$ cat config.mk
export PLATFORM = sky130hd
export DESIGN_NAME = pll_reconfig_sequencer
export DESIGN_NICKNAME = d
export VERILOG_FILES = /design/src/rtl/pll_reconfig_sequencer.sv
export SDC_FILE = /design/constraint.sdc
export NUM_CORES = 1
export LEC_CHECK = 0
export ABC_CLOCK_PERIOD_IN_PS = 2500
export BUFFER_PORTS_ARGS = -buffer_cell sky130_fd_sc_hd__buf_4
export CORE_MARGIN = 5
export CORE_UTILIZATION = 35
export DETAILED_ROUTE_END_ITERATION = 12
export GPL_TIMING_DRIVEN = 0
export PLACE_DENSITY = 0.59
export SLEW_MARGIN = 20
export SYNTH_ARGS = -nofsm -noshare
export SYNTH_HDL_FRONTEND = slang
export SYNTH_SLANG_ARGS = --single-unit
$ cat constraint.sdc
create_clock -name clk_clk -period 2.5 [get_ports clk_clk]
set_input_delay 0.625 -clock clk_clk [delete_from_list [all_inputs] [get_ports clk_clk]]
set_output_delay 0.625 -clock clk_clk [all_outputs]
set_load 0.05 [all_outputs]
$ cat src/rtl/pll_reconfig_sequencer.sv
// pll_reconfig_sequencer: runs one PLL reconfiguration (mode, N/M/C, start, status poll,
// lock wait) through the reconfig controller's Avalon-MM slave. Optional macro: PLL_RECONFIG_SEQ_READBACK_EN.
module pll_reconfig_sequencer #(
  parameter int POLL_TIMEOUT = 1024,
  parameter int LOCK_TIMEOUT = 65536
) (
  input  logic        clk_clk,
  input  logic        reset_reset_n,
  input  logic        cfg_valid,
  output logic        cfg_ready,
  input  logic [17:0] cfg_n,
  input  logic [17:0] cfg_m,
  input  logic [17:0] cfg_c,
  input  logic [4:0]  cfg_c_sel,
  output logic        busy,
  output logic        done,
  output logic        error,
  output logic [1:0]  err_code,
  output logic [5:0]  avm_address,
  output logic        avm_read,
  output logic        avm_write,
  output logic [31:0] avm_writedata,
  input  logic [31:0] avm_readdata,
  input  logic        avm_waitrequest,
  input  logic        pll_locked
);

  localparam logic [5:0] ADDR_MODE   = 6'h00;
  localparam logic [5:0] ADDR_STATUS = 6'h01;
  localparam logic [5:0] ADDR_START  = 6'h02;
  localparam logic [5:0] ADDR_N      = 6'h03;
  localparam logic [5:0] ADDR_M      = 6'h04;
  localparam logic [5:0] ADDR_C      = 6'h05;

  localparam logic [1:0] ERR_NONE = 2'd0;
  localparam logic [1:0] ERR_POLL = 2'd1;
  localparam logic [1:0] ERR_LOCK = 2'd2;
`ifdef PLL_RECONFIG_SEQ_READBACK_EN
  localparam logic [1:0] ERR_READBACK = 2'd3;
`endif

  localparam int PW = $clog2(POLL_TIMEOUT + 1);
  localparam int LW = $clog2(LOCK_TIMEOUT + 1);
  localparam logic [PW-1:0] POLL_LAST = PW'(POLL_TIMEOUT - 1);
  localparam logic [LW-1:0] LOCK_LAST = LW'(LOCK_TIMEOUT - 1);

  typedef enum logic [3:0] {
    IDLE  = 4'd0,
    MODE  = 4'd1,
    WR_N  = 4'd2,
    WR_M  = 4'd3,
    WR_C  = 4'd4,
`ifdef PLL_RECONFIG_SEQ_READBACK_EN
    RB_N  = 4'd5,
    RB_M  = 4'd6,
`endif
    START = 4'd7,
    POLL  = 4'd8,
    LOCK  = 4'd9,
    DONE  = 4'd10,
    ERR   = 4'd11
  } state_t;

  function automatic logic [31:0] counter_word(input logic [17:0] value);
    return {14'b0, value};
  endfunction

  function automatic logic [31:0] c_word(input logic [4:0] sel, input logic [17:0] value);
    return {9'b0, sel, value};
  endfunction

  state_t          state_r;
  logic [17:0]     n_r;
  logic [17:0]     m_r;
  logic [17:0]     c_r;
  logic [4:0]      c_sel_r;
  logic [PW-1:0]   poll_cnt_r;
  logic [LW-1:0]   lock_cnt_r;
  logic            lock_meta_r;
  logic            lock_sync_r;
  logic            unused_rd_s;

  // Only a few readdata bits carry meaning for this controller.
  assign unused_rd_s = ^avm_readdata;

  // Two-flop synchronizer for the asynchronous PLL lock indication
  always_ff @(posedge clk_clk or negedge reset_reset_n) begin
    if (!reset_reset_n) begin
      lock_meta_r <= 1'b0;
      lock_sync_r <= 1'b0;
    end else begin
      lock_meta_r <= pll_locked;
      lock_sync_r <= lock_meta_r;
    end
  end

  // Sequencer FSM with registered Avalon strobes and status outputs
  always_ff @(posedge clk_clk or negedge reset_reset_n) begin
    if (!reset_reset_n) begin
      state_r       <= IDLE;
      cfg_ready     <= 1'b1;
      busy          <= 1'b0;
      done          <= 1'b0;
      error         <= 1'b0;
      err_code      <= ERR_NONE;
      avm_address   <= 6'h00;
      avm_read      <= 1'b0;
      avm_write     <= 1'b0;
      avm_writedata <= 32'h0000_0000;
      n_r           <= 18'h0_0000;
      m_r           <= 18'h0_0000;
      c_r           <= 18'h0_0000;
      c_sel_r       <= 5'd0;
      poll_cnt_r    <= '0;
      lock_cnt_r    <= '0;
    end else begin
      done <= 1'b0;
      case (state_r)
        IDLE: begin
          if (cfg_valid && cfg_ready) begin
            n_r           <= cfg_n;
            m_r           <= cfg_m;
            c_r           <= cfg_c;
            c_sel_r       <= cfg_c_sel;
            error         <= 1'b0;
            err_code      <= ERR_NONE;
            cfg_ready     <= 1'b0;
            busy          <= 1'b1;
            avm_write     <= 1'b1;
            avm_address   <= ADDR_MODE;
            avm_writedata <= 32'h0000_0001;
            state_r       <= MODE;
          end
        end
        MODE: begin
          if (!avm_waitrequest) begin
            avm_address   <= ADDR_N;
            avm_writedata <= counter_word(n_r);
            state_r       <= WR_N;
          end
        end
        WR_N: begin
          if (!avm_waitrequest) begin
            avm_address   <= ADDR_M;
            avm_writedata <= counter_word(m_r);
            state_r       <= WR_M;
          end
        end
        WR_M: begin
          if (!avm_waitrequest) begin
            avm_address   <= ADDR_C;
            avm_writedata <= c_word(c_sel_r, c_r);
            state_r       <= WR_C;
          end
        end
        WR_C: begin
          if (!avm_waitrequest) begin
`ifdef PLL_RECONFIG_SEQ_READBACK_EN
            avm_write     <= 1'b0;
            avm_read      <= 1'b1;
            avm_address   <= ADDR_N;
            avm_writedata <= 32'h0000_0000;
            state_r       <= RB_N;
`else
            avm_address   <= ADDR_START;
            avm_writedata <= 32'h0000_0001;
            state_r       <= START;
`endif
          end
        end
`ifdef PLL_RECONFIG_SEQ_READBACK_EN
        RB_N: begin
          if (!avm_waitrequest) begin
            if (avm_readdata[17:0] != n_r) begin
              avm_read    <= 1'b0;
              avm_address <= 6'h00;
              error       <= 1'b1;
              err_code    <= ERR_READBACK;
              state_r     <= ERR;
            end else begin
              avm_address <= ADDR_M;
              state_r     <= RB_M;
            end
          end
        end
        RB_M: begin
          if (!avm_waitrequest) begin
            avm_read    <= 1'b0;
            if (avm_readdata[17:0] != m_r) begin
              avm_address <= 6'h00;
              error       <= 1'b1;
              err_code    <= ERR_READBACK;
              state_r     <= ERR;
            end else begin
              avm_write     <= 1'b1;
              avm_address   <= ADDR_START;
              avm_writedata <= 32'h0000_0001;
              state_r       <= START;
            end
          end
        end
`endif
        START: begin
          if (!avm_waitrequest) begin
            avm_write     <= 1'b0;
            avm_read      <= 1'b1;
            avm_address   <= ADDR_STATUS;
            avm_writedata <= 32'h0000_0000;
            poll_cnt_r    <= '0;
            state_r       <= POLL;
          end
        end
        POLL: begin
          if (!avm_waitrequest) begin
            if (avm_readdata[0]) begin
              avm_read    <= 1'b0;
              avm_address <= 6'h00;
              lock_cnt_r  <= '0;
              state_r     <= LOCK;
            end else if (poll_cnt_r == POLL_LAST) begin
              avm_read    <= 1'b0;
              avm_address <= 6'h00;
              error       <= 1'b1;
              err_code    <= ERR_POLL;
              state_r     <= ERR;
            end else begin
              poll_cnt_r  <= poll_cnt_r + PW'(1);
            end
          end
        end
        LOCK: begin
          // Trust lock only from the second LOCK cycle, once it was sampled after the start write.
          if (lock_sync_r && (lock_cnt_r != '0)) begin
            done    <= 1'b1;
            state_r <= DONE;
          end else if (lock_cnt_r == LOCK_LAST) begin
            error    <= 1'b1;
            err_code <= ERR_LOCK;
            state_r  <= ERR;
          end else begin
            lock_cnt_r <= lock_cnt_r + LW'(1);
          end
        end
        DONE: begin
          busy      <= 1'b0;
          cfg_ready <= 1'b1;
          state_r   <= IDLE;
        end
        ERR: begin
          busy      <= 1'b0;
          cfg_ready <= 1'b1;
          state_r   <= IDLE;
        end
        default: begin
          avm_read      <= 1'b0;
          avm_write     <= 1'b0;
          avm_address   <= 6'h00;
          avm_writedata <= 32'h0000_0000;
          busy          <= 1'b0;
          cfg_ready     <= 1'b1;
          state_r       <= IDLE;
        end
      endcase
    end
  end

endmodule

### Word-level counts from Yosys, hierarchy flattened

Index checks and enable logic that the tools add are counted.
Widths: inputs -> output; s select.

| operators by class | value |
|---|---|
| add/subtract/negate cells | 2 |
| equality and inequality tests | 27 |
| muxes and demuxes | 65 |
| bitwise gates (word level) | 5 |
| reduce and logical (&&, ||, !) cells | 22 |

Operators with widths:

| operator | number |
|---|---|
| $pmux 32 s7 | 1 |
| $mux 32 | 6 |
| $mux 17 | 4 |
| $mux 6 | 9 |
| $pmux 6 s8 | 1 |
| $mux 11 | 4 |
| $mux 4 | 11 |
| $pmux 17 s2 | 1 |
| $pmux 4 s8 | 1 |
| $ne 2x2->1 const B | 14 |
| $pmux 11 s2 | 1 |
| $reduce_and 9->1 | 2 |
| $add 17x1->17 const B | 1 |
| $eq 17x16->1 const B | 1 |
| $reduce_bool 17->1 | 1 |
| $eq 4x4->1 const B | 4 |
| $reduce_or 8->1 | 2 |
| $mux 1 | 14 |
| $reduce_and 7->1 | 2 |
| $mux 2 | 6 |
| $add 11x1->11 const B | 1 |
| $eq 11x10->1 const B | 1 |
| $reduce_and 5->1 | 2 |
| $pmux 1 s3 | 3 |
| other kinds (17) | 28 |

| storage, ports and cells | value |
|---|---|
| bits in registers | 139 |
| logic and storage cells | 139 |

### Longest topological paths before layout

| logic depth | value |
|---|---|
| depth in word-level cells | 5 |
| gate-level depth with buffers | 13 |

### Worst setup path before layout

OpenSTA, ideal clock, no wires.

| timing | value |
|---|---|
| path kind | register to register |
| from | reg lock_cnt_r[3] |
| to | reg err_code[0] |
| library setup time | 125 ps |
| data arrival time | 2,377 ps |
| required time | 2,375 ps |
| path slack | -2 ps |
| stages on the path, launching flop included | 11 |
| period minus slack after synthesis | 2,502 ps |
| path through | dfrtp_1 and3_1 clkbuf_1 nand4_1 nor3_1 ha_1 nand2_1 a211o_1 and4bb_2 nor2b_1 mux2_2 |

| between the ends | value |
|---|---|
| cells in the longest elaborated chain, start to end | 4 |
| elaborated cells on any way between the ends | 6 |
| classes of those cells | 3 x eq/ne; 3 x reduce/logical |

Ends and longest elaborated chain:

| item | line | source |
|---|---|---|
| start: declaration | 78 | `logic [LW-1:0] lock_cnt_r;` |
| start signal: assignment | 241 | `lock_cnt_r <= lock_cnt_r + LW'(1);` |
| $reduce_bool 17->1 | 233 | `if (lock_sync_r && (lock_cnt_r != '0)) begin` |
| $logic_and 1x1->1 | 233 |  |
| $ne 2x2->1 (no source line) | -- |  |
| $reduce_and 7->1 (no source line) * | -- |  |
| end signal: assignment | 126 | `err_code <= ERR_NONE;` |
| end signal: assignment | 224 | `err_code <= ERR_POLL;` |
| end signal: assignment | 238 | `err_code <= ERR_LOCK;` |
| end: declaration | 18 | `output logic [1:0] err_code,` |

Every way passes the cells marked *; elsewhere a longest branch is shown, timed or not.
A chain may end at the register's enable or synchronous reset.

### Worst setup path in the final report

| timing | value |
|---|---|
| from | reg lock_cnt_r[8] |
| to | reg lock_cnt_r[11] |

| between the ends | value |
|---|---|
| cells in the longest elaborated chain, start to end | 4 |
| elaborated cells on any way between the ends | 10 |
| classes of those cells | 1 x add/sub; 3 x eq/ne; 3 x mux; 3 x reduce/logical |

Ends and longest elaborated chain:

| item | line |
|---|---|
| $add 17x1->17 / $reduce_bool 17->1 (equally long branches) | 241, 233 |
| $mux 17 / $logic_and 1x1->1 (equally long branches) | 236, 233 |
| $mux 17 / $ne 2x2->1 (equally long branches) | -- |
| $pmux 17 s2 / $reduce_and 5->1 (equally long branches) | -- |

Parallel ways exist; a longest one is shown, timed or not. The select of a mux whose other input is x is not followed.

==> results <==
- The floorplan die height is 143 um.
- Synthesis handed over a netlist of between 500 and 600 instances.
- The root buffer cell is clkbuf_16.
- Of the total power, combinational logic draws 0.412.
- After detailed routing, the number of vias per cell comes to just over 5.
- The clock tree from TritonCTS is built.
- The final net count is approximately 800.
- At the worst endpoint, the arrival time is around 2.8 ns.
- The async set or reset register ratio after synthesis is 1.00.
- Of the synthesized area, sequential elements account for 0.512.
- After synthesis, the cell types taking the most area are dfrtp_1 (51%), mux2_2 (17%), nand2_1 (2.2%).
- Of the total power, the share spent switching nets is 0.369.
- The share of synthesized area in the top cell type comes to 0.508.
- The congestion estimate from routability-driven global placement came to about 0.86.
- The capturing element type of the critical path is a flop.
- The iteration-0 DRC count of the detailed router is around 230.
- The number of buffers inserted by port buffering is 97.
- The number of iterations in the first detailed-routing pass is 4.
- Based on the critical path, the design can be clocked at up to about 410 MHz.
- For this design, the slowest cell found on the critical path is dfrtp_1.
- The analysis attributes to net switching a power of between 3 and 4 mW.
- Of the total synthesized cell area, the portion taken by XOR and XNOR cells is 0.00987.
- The run finished with clean final reports.
- The finished cells cover roughly 0.0082 mm^2.
- The post-synthesis share of cell area spent on full adders, half adders and majority gates is 0.00806.
- The antenna cell count is 0.
- The area enclosed by the die boundary is between 0.02 and 0.025 mm^2.
- By startpoint and endpoint, the worst setup path is classified as flop to flop.
- The floorplan has 48 rows.
- Counting flops and latches in the post-synthesis netlist gives around 130.
- The number of antenna violations at the first check in global routing is 0.
- The number of warnings issued by yosys is 0.
- Across every metal layer, demand over resource in global routing totals 0.159.
- The worst setup path is launched from a flop.
- The distinct cell type count of the synthesized netlist is 55.
- In this run, placement finished with an instance count of 885.
- Clock-pin slew was measured on the worst setup and hold paths at ~0.050 ns.
- The wire length of the first global-routing pass is ~26000 um.
- The number of nets with antenna violations after routing is 0.
- In the layout the commonest cells are buf_4 (135), dfrtp_1 (126), mux2_2 (93), nand2_1 (36), nor2_1 (32).
- Once placement finished, the instance area stood at 0.00730 mm^2.
- The clock period minus worst slack is approximately 2.5 ns.
- The effective utilization at floorplan is 0.358.
- The clock net sink count is between 100 and 150.
- The internal power of the cells is 5.93 mW.
- The transition at the pin with the smallest max-transition slack is a little under 0.8 ns.
- The total via count after detailed routing is roughly 4.8k.
- The post-detailed-placement half-perimeter wirelength is 11300 um.
- In this run the number of cells on the critical path is 11.
- The number of pins exceeding their max-slew limit in the final report is 0.
- The routed design has approximately 16000 um of wire.
- The synthesized netlist occupies a cell area of between 0.006 and 0.007 mm^2.
- Relative to the synthesized area, the layout overhead comes to 31.7%.
- Across the run, the number of max-cap violations was 0.
- The class of the most critical hold timing path is primary input to async pin.
- The buffering stage count on the worst path with inverters included is 2.
- Of the total synthesized cell area, the portion taken by AND, OR, NAND and NOR gates is 0.121.
- The relative max-transition margin is 0.486.
- The share of total power dissipated in sequential elements is 0.338.
- The compound-cell area share of the yosys netlist is 0.118.
- The width of the die is 143 um.
- The worst-case clock buffer depth is 2.
- For this run, design rule violations remaining after detail routing come to 0.
- Setup repair after global routing could not meet its margin everywhere.
- On the final layout, the worst clock skew is approximately 0.0097 ns.
- The hold violation total from the final report is 0.
- The clock reaches the later pin of the worst-skew pair after 0.42 ns.
- The main combinational cell family by area after synthesis is multiplexers.
- Global routing finished with a remaining overflow of 0.
- Leaving out filler cells and counting taps, the final layout contains about 940.
- Counting flops with a built-in enable in the synthesized netlist gives 0.
- The number of top-level design ports is about 140.
- The largest net degree at the start of global routing is between 80 and 90.
- The CTS buffer count is 17.
- The cell type contributing the most total cell area after synthesis is dfrtp_1.
- The number of filler cells placed in the layout is 1596.
- The core area is around 0.017 mm^2.
- Dividing the detail-routed wire length by the instance count gives 16.9 um.
- The signal on the critical path passes through and3_4 -> nand4_1 -> nor3_2 -> ha_2 -> nor2b_1 -> o211ai_1 -> a21o_1 -> buf_6 -> buf_8 -> o31ai_1 -> a21oi_1.
- The analysis attributes to cell leakage a power of ~3.8 nW.
- The number of levels in the clock H-tree is 4.
- The final count of negative-setup-slack endpoints is 0.
- STA puts the critical path data required time at 2.83 ns.
- For this design the ratio of total power to cell area is about 1100 mW/mm^2.
- The total power draw is about 9.4 mW.
- The share of post-route cells with drive strength above 1 is 0.418.
- The part of the total power dissipated in the clock network is 0.250.
- The mean cell area of the mapped netlist is 11.3 um^2.
- Among all flip-flop cells after synthesis, the most frequent one is dfrtp_1.
- The gate family responsible for the most delay along the worst path is compound AO/OA/AOI/OAI gates.
- Across the VDD grid, the largest voltage drop is between 600 and 700 uV.
- The depth of the worst register-to-register path is 11.
- The number of global-route vias before repair came to 4969.
- The multiplexer area fraction after synthesis is 0.182.
- The critical path's largest stage delay is about 0.38 ns.
- The most common library cell in the layout ignoring fill and taps is buf_4.
- The largest fanout on the critical path is 6.
- Of the available clock period, the critical path in the final layout requires 0.983.
==> power by group through the flow <==
stage	Sequential (mW)	Clock [mW]	Combinational [mW]
after detailed placement	3.21	0	3.74
after floorplan	3.65	0	2.23
after CTS	3.17	2.41	3.83
final	3.17	2.35	3.87
after global placement	3.17	0	3.67
after global routing	3.27	2.51	4.22
==> cell families after synthesis <==
group                    count (synthesis)
buffers and inverters                   60
multiplexers                           101
AND/OR/NAND/NOR                        143
flip-flops                             127
adder cells (fa/ha/maj)                  4
XOR/XNOR                                 7
AO/OA/AOI/OAI                          108
other                                    1
==> per-stage QoR <==
step	setup TNS (ns)	hold WS (ns)	setup slack [ns]	utilization
3_3_place_gp	-4.02	0.342	-0.512	0.418
5_1_grt	-1.07	0.0970	-0.114	0.471
2_1_floorplan	0	0.329	0.00859	-
4_1_cts	0	0.0876	0.00487	0.459
3_5_place_dp	-4.52	0.338	-0.545	0.420
6_report	0	0.0854	0.0421	0.471
==> cells in the mapped netlist, drive strengths merged (5+ instances only) <==
| library cell | instances |
|---|---|
| and3 | 5 |
| nand2 | 37 |
| a22oi | 18 |
| nand3 | 10 |
| a21o | 5 |
| mux2i | 7 |
| or4 | 8 |
| mux2 | 94 |
| or3 | 6 |
| nor2b | 8 |
| nand2b | 5 |
| o21ai | 21 |
| o31ai | 12 |
| buf | 29 |
| nor2 | 34 |
| xnor2 | 5 |
| inv | 17 |
| nand4 | 9 |
| dfrtp | 126 |
| a21oi | 26 |
| clkbuf | 14 |
==> area by class of cell <==
type / instances / area, um^2 / area share
Tap cell: 225 / 282 / 0.0344
Clock buffer: 20 / 457 / 0.0559
Clock inverter: 12 / 113 / 0.0138
Inverter: 17 / 63.8 / 0.00780
Buffer: 41 / 240 / 0.0294
Multi-Input combinational cell: 375 / 2860 / 0.350
Sequential cell: 127 / 3180 / 0.389
Timing Repair Buffer: 124 / 980 / 0.120
==> state kept, by name, indices dropped and copies added (netlist names) <==
register       count
c_sel_r            5
c_r               18
error              1
done               1
err_code           2
lock_meta_r        1
lock_sync_r        1
state_r            4
avm_writedata     23
poll_cnt_r        11
m_r               18
cfg_ready          1
avm_address        3
n_r               18
avm_write          1
busy               1
avm_read           1
lock_cnt_r        17
==> worst paths after layout <==
check | endpoint | from | slack [ns]
max | lock_cnt_r[11] | lock_cnt_r[8] | 0.04
min | poll_cnt_r[6] | reset_reset_n | 0.09
max reg2reg | lock_cnt_r[11] | lock_cnt_r[8] | 0.04
min reg2reg | lock_sync_r | lock_meta_r | 0.36
max in group asynchronous | avm_writedata[22] | reset_reset_n | 1.68
min in group clk_clk | lock_meta_r | pll_locked | 0.33
==> per-layer routing <==
layer,part of all wire,track usage,vias up
li1,-,-,2272
met4,0.010,0.0405,0
met5,0,0,-
met2,0.48,0.249,148
met3,0.083,0.0646,18
met1,0.43,0.206,2405
==> timing repair <==
action,4_1_cts,5_1_grt
cloned,0,2
endpoints found under the setup margin,19,53
pin swaps,4,18
gates resized for setup,9,23
hold buffers,0,0
setup buffers,12,12
Power figures use the tool's default switching activity.
